===== src/rtl/uart_tx_r1.sv =====
// UART transmitter: one word per valid/ready accept, serialised as start, data,
// optional parity and one or two stop bits, each bit held CLKS_PER_BIT cycles.
module uart_tx_r1 #(
  parameter int unsigned DATA_BITS    = 8,
  parameter int unsigned CLKS_PER_BIT = 16,
  parameter int unsigned PARITY       = 0,
  parameter int unsigned STOP_BITS    = 1,
  parameter bit          START_BIT    = 1'b0,
  parameter bit          LSB_FIRST    = 1'b1
) (
  input  logic                 clk,
  input  logic                 rst,
  input  logic [DATA_BITS-1:0] data_in,
  input  logic                 valid,
  output logic                 ready,
  output logic                 busy,
  output logic                 tx_out
);

  localparam int unsigned BW = (CLKS_PER_BIT > 1) ? $clog2(CLKS_PER_BIT) : 1;
  localparam int unsigned CW = $clog2(DATA_BITS + 2);
  localparam logic [BW-1:0] BAUD_MAX = BW'(CLKS_PER_BIT - 1);
  localparam logic [CW-1:0] DATA_MAX = CW'(DATA_BITS - 1);
  localparam logic [CW-1:0] STOP_MAX = CW'(STOP_BITS - 1);
  localparam logic          IDLE_LVL = ~START_BIT;

  typedef enum logic [2:0] {
    S_IDLE   = 3'd0,
    S_START  = 3'd1,
    S_DATA   = 3'd2,
    S_PARITY = 3'd3,
    S_STOP   = 3'd4
  } state_t;

  state_t                 state_q, state_n;
  logic [BW-1:0]          baud_q, baud_n;
  logic [CW-1:0]          bit_q, bit_n;
  logic [DATA_BITS-1:0]   shreg_q, shreg_n;
  logic                   par_q, par_n;
  logic                   tx_n, ready_n, busy_n;
  logic                   accept, baud_last;

  assign accept    = valid && ready;
  assign baud_last = (baud_q == BAUD_MAX);

  // State, counters, datapath and registered outputs
  always_ff @(posedge clk) begin
    if (rst) begin
      state_q <= S_IDLE;
      baud_q  <= '0;
      bit_q   <= '0;
      shreg_q <= '0;
      par_q   <= 1'b0;
      tx_out  <= IDLE_LVL;
      ready   <= 1'b1;
      busy    <= 1'b0;
    end else begin
      state_q <= state_n;
      baud_q  <= baud_n;
      bit_q   <= bit_n;
      shreg_q <= shreg_n;
      par_q   <= par_n;
      tx_out  <= tx_n;
      ready   <= ready_n;
      busy    <= busy_n;
    end
  end

  // Next state, counters and shift register
  always_comb begin
    state_n = state_q;
    baud_n  = baud_q;
    bit_n   = bit_q;
    shreg_n = shreg_q;
    par_n   = par_q;
    if (state_q != S_IDLE) begin
      baud_n = baud_last ? '0 : baud_q + BW'(1);
    end
    case (state_q)
      S_IDLE: begin
        if (accept) begin
          state_n = S_START;
          baud_n  = '0;
          bit_n   = '0;
          shreg_n = data_in;
          par_n   = (PARITY == 1) ? ~^data_in : ^data_in;
        end
      end
      S_START: begin
        if (baud_last) begin
          state_n = S_DATA;
          bit_n   = '0;
        end
      end
      S_DATA: begin
        if (baud_last) begin
          shreg_n = LSB_FIRST ? (shreg_q >> 1) : (shreg_q << 1);
          if (bit_q == DATA_MAX) begin
            bit_n   = '0;
            state_n = (PARITY != 0) ? S_PARITY : S_STOP;
          end else begin
            bit_n = bit_q + CW'(1);
          end
        end
      end
      S_PARITY: begin
        if (baud_last) begin
          state_n = S_STOP;
          bit_n   = '0;
        end
      end
      S_STOP: begin
        if (baud_last) begin
          if (bit_q == STOP_MAX) begin
            bit_n = '0;
            if (accept) begin
              state_n = S_START;
              shreg_n = data_in;
              par_n   = (PARITY == 1) ? ~^data_in : ^data_in;
            end else begin
              state_n = S_IDLE;
            end
          end else begin
            bit_n = bit_q + CW'(1);
          end
        end
      end
      default: begin
        state_n = S_IDLE;
        baud_n  = '0;
        bit_n   = '0;
      end
    endcase
  end

  // Output values for the cycle after the edge, taken from the next state
  always_comb begin
    tx_n    = IDLE_LVL;
    ready_n = 1'b0;
    busy_n  = (state_n != S_IDLE);
    case (state_n)
      S_IDLE:   ready_n = 1'b1;
      S_START:  tx_n = START_BIT;
      S_DATA:   tx_n = LSB_FIRST ? shreg_n[0] : shreg_n[DATA_BITS-1];
      S_PARITY: tx_n = par_n;
      S_STOP:   ready_n = (bit_n == STOP_MAX) && (baud_n == BAUD_MAX);
      default:  tx_n = IDLE_LVL;
    endcase
  end

endmodule


===== config.mk =====
export PLATFORM = sky130hd
export DESIGN_NAME = uart_tx_r1
export DESIGN_NICKNAME = d
export VERILOG_FILES = /design/src/rtl/uart_tx_r1.sv
export SDC_FILE = /design/constraint.sdc
export NUM_CORES = 1
export LEC_CHECK = 0
export ABC_CLOCK_PERIOD_IN_PS = 3400
export CAP_MARGIN = 20
export CORE_ASPECT_RATIO = 0.6
export CORE_MARGIN = 5
export CORE_UTILIZATION = 49
export DETAILED_ROUTE_END_ITERATION = 8
export PLACE_DENSITY = 0.71
export SYNTH_ARGS = -nofsm -noshare
export SYNTH_HDL_FRONTEND = slang
export SYNTH_SLANG_ARGS = --single-unit

===== constraint.sdc =====
create_clock -name clk -period 3.4 [get_ports clk]
set_input_delay 0.51 -clock clk [delete_from_list [all_inputs] [get_ports clk]]
set_output_delay 0.51 -clock clk [all_outputs]
set_load 0.02 [all_outputs]

==> summary.txt <==
Run status
  – Status: complete, no violations

Synthesis
  – Synth top area share: a little over a third
  – Ys async rst share: 0%
  – Synthesis-stage register bit count: 23
  – Post-synthesis sequential area ratio: between 30% and 40%
  – Syn. warnings: 0
  – Post-synth top area cell: dfxtp_1
  – Post-synth EDFFs: 0
  – Post-Syn Instances: approximately 160
  – Ys flop type: dfxtp_1
  – Post-synth cell types: 47
  – Top cells by area, synth: dfxtp_1 (35%), nor2_1 (5.2%), o221a_2 (5.2%), a21oi_1 (5.0%), xnor2_1 (4.7%)
  – Mapped Avg Cell Area: roughly 8.4 sq um
  – Synthesized cell area: 1306 sq um
  – Syn nets: 170

Clock tree
  – CTS resizes: 0
  – CTS Sinks: 23
  – Root Buffer: clkbuf_8
  – CTS Buf Count: 3
  – Clock buffer depth: 2
  – CTS HTree Levels: 1
  – Worst-path clk slew: 80 ps
  – Hold-fix buffers at CTS: 0
  – CTS tree: done
  – Post-CTS setup-driven buffer insertion count: 0
  – Worst skew pair latency: roughly 260 ps

Route
  – Routed via count: between 1000 and 1500
  – DRT antenna net count: 0
  – Highest routed layer: met4
  – Routed wl met3: 324 microns
  – # DRC: 0
  – Number of vias per cell: around 6.1
  – DR WL/cell: approximately 16 microns
  – Detailed Routing Iterations Pass 1: 4
  – WL met2: 1.210 mm
  – Post-Route M1 WL: roughly 1.6 mm
  – Total wire length: around 3.1 mm
  – DR iter-0 viols: roughly 130

Pwr
  – Seq pwr share: 51.7%
  – Clock share of power: between 20 and 30%
  – Tot Pwr: between 500 and 600 uW
  – Peak VDD IR: around 0.26 mV
  – Combinational power share: about a fifth
  – P per Cell Area: around 390 nW/um^2
  – Leakage power: between 0.5 and 0.6 nW
  – Switch Pwr: between 150 and 200 uW
  – Switching fraction of total power: between 20 and 30%
  – P_int: around 420 uW

Placement
  – Hpwl dp: between 2 and 2.5 mm
  – Placer Congestion: a little over 0.9
  – Pre-CTS WS: between 900 and 1000 ps
  – Port Buffers: 13

Finish
  – Final antenna diode count: 0
  – Commonest non-fill, non-tap cell in the layout: dfxtp_1
  – Final net count: about 180
  – Fillers: ~240
  – Most frequent cells in the layout: dfxtp_1 (23), nor2_1 (18), a21oi_1 (13), clkdlybuf4s50_1 (13), inv_1 (11)
  – Register area: 460.4 sq um
  – Area of the multi-input gates: about 750 sq um
  – Layout cells sized above 1: a little over 10%
  – Final core occ: 58.63%
  – Area Overhead vs Synth: 13.22%

Timing
  – Worst hold slack: between 500 and 600 ps
  – Final Hold Fails: 0
  – Final period util: 66.05%
  – Final Max Tran Viols: 0
  – Worst Tran Pin Value: 636.3 ps
  – Final worst slack: between 1000 and 1500 ps
  – Post-Route Skew: 3.743 ps
  – Unrepaired setup endpoints after global routing: no
  – Endpoints failing setup: 0
  – Tmin final: between 2000 and 2500 ps
  – Slew margin rel.: between 50% and 60%
  – Setup TNS: 0 ps
  – Fmax achieved: between 400 and 500 MHz

Die
  – # IOs: 14
  – Cell row count: 14
  – Die Ht: 50.00 microns
  – Core area: approximately 2500 sq um
  – Die Area: 3832 sq um
  – Initial Util: around half
  – Die W: ~77 microns

GRT
  – Largest net degree at the start of global routing: 20
  – Number of global-route vias before repair: 1116
  – First-pass GRT wire length: approximately 5.3 mm
  – Initial antenna violation count: 0
  – All-Layer GR Usage: between 10% and 20%
  – Congestion Overflow GR: 0

Worst hold path
  – Hold WC Path Type: register to register
  – Min-Delay Startpoint: shreg_q[7]$_SDFFE_PP0P_

Setup path
  – R2r setup slk: ~1200 ps
  – CP Capture Type: register
  – Arr. time, crit path: between 2000 and 2500 ps
  – Req. time, crit path: between 3000 and 4000 ps
  – Worst R2R Start: baud_q[0]$_SDFF_PP0_
  – WS Path Type: register to register
  – CP Launch Type: register
  – Worst-path maximum fanout: 9
  – Crit. Startpoint: baud_q[0]$_SDFF_PP0_

Job
  – Max-capacitance violation count: 0
-- area by class of cell --
class / instances / area share (%)
clock buffers: 3 / 2.792
clock inverters: 1 / 0.3384
inverters: 11 / 2.792
multi-input cells: 114 / 50.93
flip-flops and latches: 23 / 31.13
well taps: 32 / 2.707
repair buffers: 14 / 9.306
-- synth_stat cells, types with 2 or more instances --
master / number
a211oi_1: 2
a21oi_1: 13
a22oi_1: 2
a31oi_1: 2
and3_1: 3
buf_1: 2
buf_2: 2
buf_6: 2
dfxtp_1: 23
ha_1: 3
inv_1: 11
nand2_1: 6
nand2b_1: 5
nand3_1: 5
nor2_1: 18
nor2b_1: 2
nor3_1: 5
nor3b_1: 2
nor4_1: 2
o21ai_0: 2
o21ai_1: 3
o221a_2: 6
o31ai_1: 2
or3_1: 4
xnor2_1: 7
-- kinds of logic (layout without fill, tap and decap cells) --
| family | Yosys count | after routing | synth area share, % |
|---|---|---|---|
| and+or+nand+nor | 57 | 57 | 22.80 |
| muxes | 1 | 1 | 0.7663 |
| xor gates and xnor gates | 7 | 7 | 4.694 |
| buffers and inverters | 19 | 29 | 7.088 |
| DFF | 23 | 23 | 35.25 |
| adders and majority gates | 3 | 3 | 2.874 |
| AOI/OAI and AO/OA | 46 | 46 | 26.53 |
-- flip-flops by register name (all words and copies together), names as in the netlist --
register	flops
tx_out	1
baud_q	4
state_q	3
bit_q	4
par_q	1
ready	1
busy	1
shreg_q	8
-- critical path: stages (launching register included) --
cell     delay [ps]
dfxtp_1         400
ha_1            250
nand3_1         210
nor3_2          490
or3_1           370
o21ai_1         120
a211o_1         300
-- worst paths after layout --
kind,to,cells past startpoint
worst max register to register,tx_out$_SDFF_PP1_,6
worst min-delay path,shreg_q[7]$_SDFFE_PP0P_,2
worst max-delay path,tx_out$_SDFF_PP1_,6
worst min register to register,shreg_q[7]$_SDFFE_PP0P_,2
-- power groups by stage --
stage / sequential [mW] / combinational (mW) / clock, mW
after floorplan: 0.307 / 0.0755 / 0
after global placement: 0.307 / 0.109 / 0
after detailed placement: 0.307 / 0.113 / 0
after CTS: 0.301 / 0.114 / 0.172
after global routing: 0.304 / 0.125 / 0.181
final: 0.302 / 0.114 / 0.168
-- per-layer routing --
layer  vias to the layer above  GRT usage (%)
li1                        591              -
met1                       561          25.22
met4                         0          2.616
met5                         -              0
met2                        52          23.30
met3                         2          7.818
-- metrics by stage --
stage	area, sq um	cells
2_1_floorplan	1306	156
3_3_place_gp	1433	194
3_5_place_dp	1433	194
4_1_cts	1479	198
5_1_grt	1479	198
6_report	1479	198
Power figures use the tool's default switching activity.
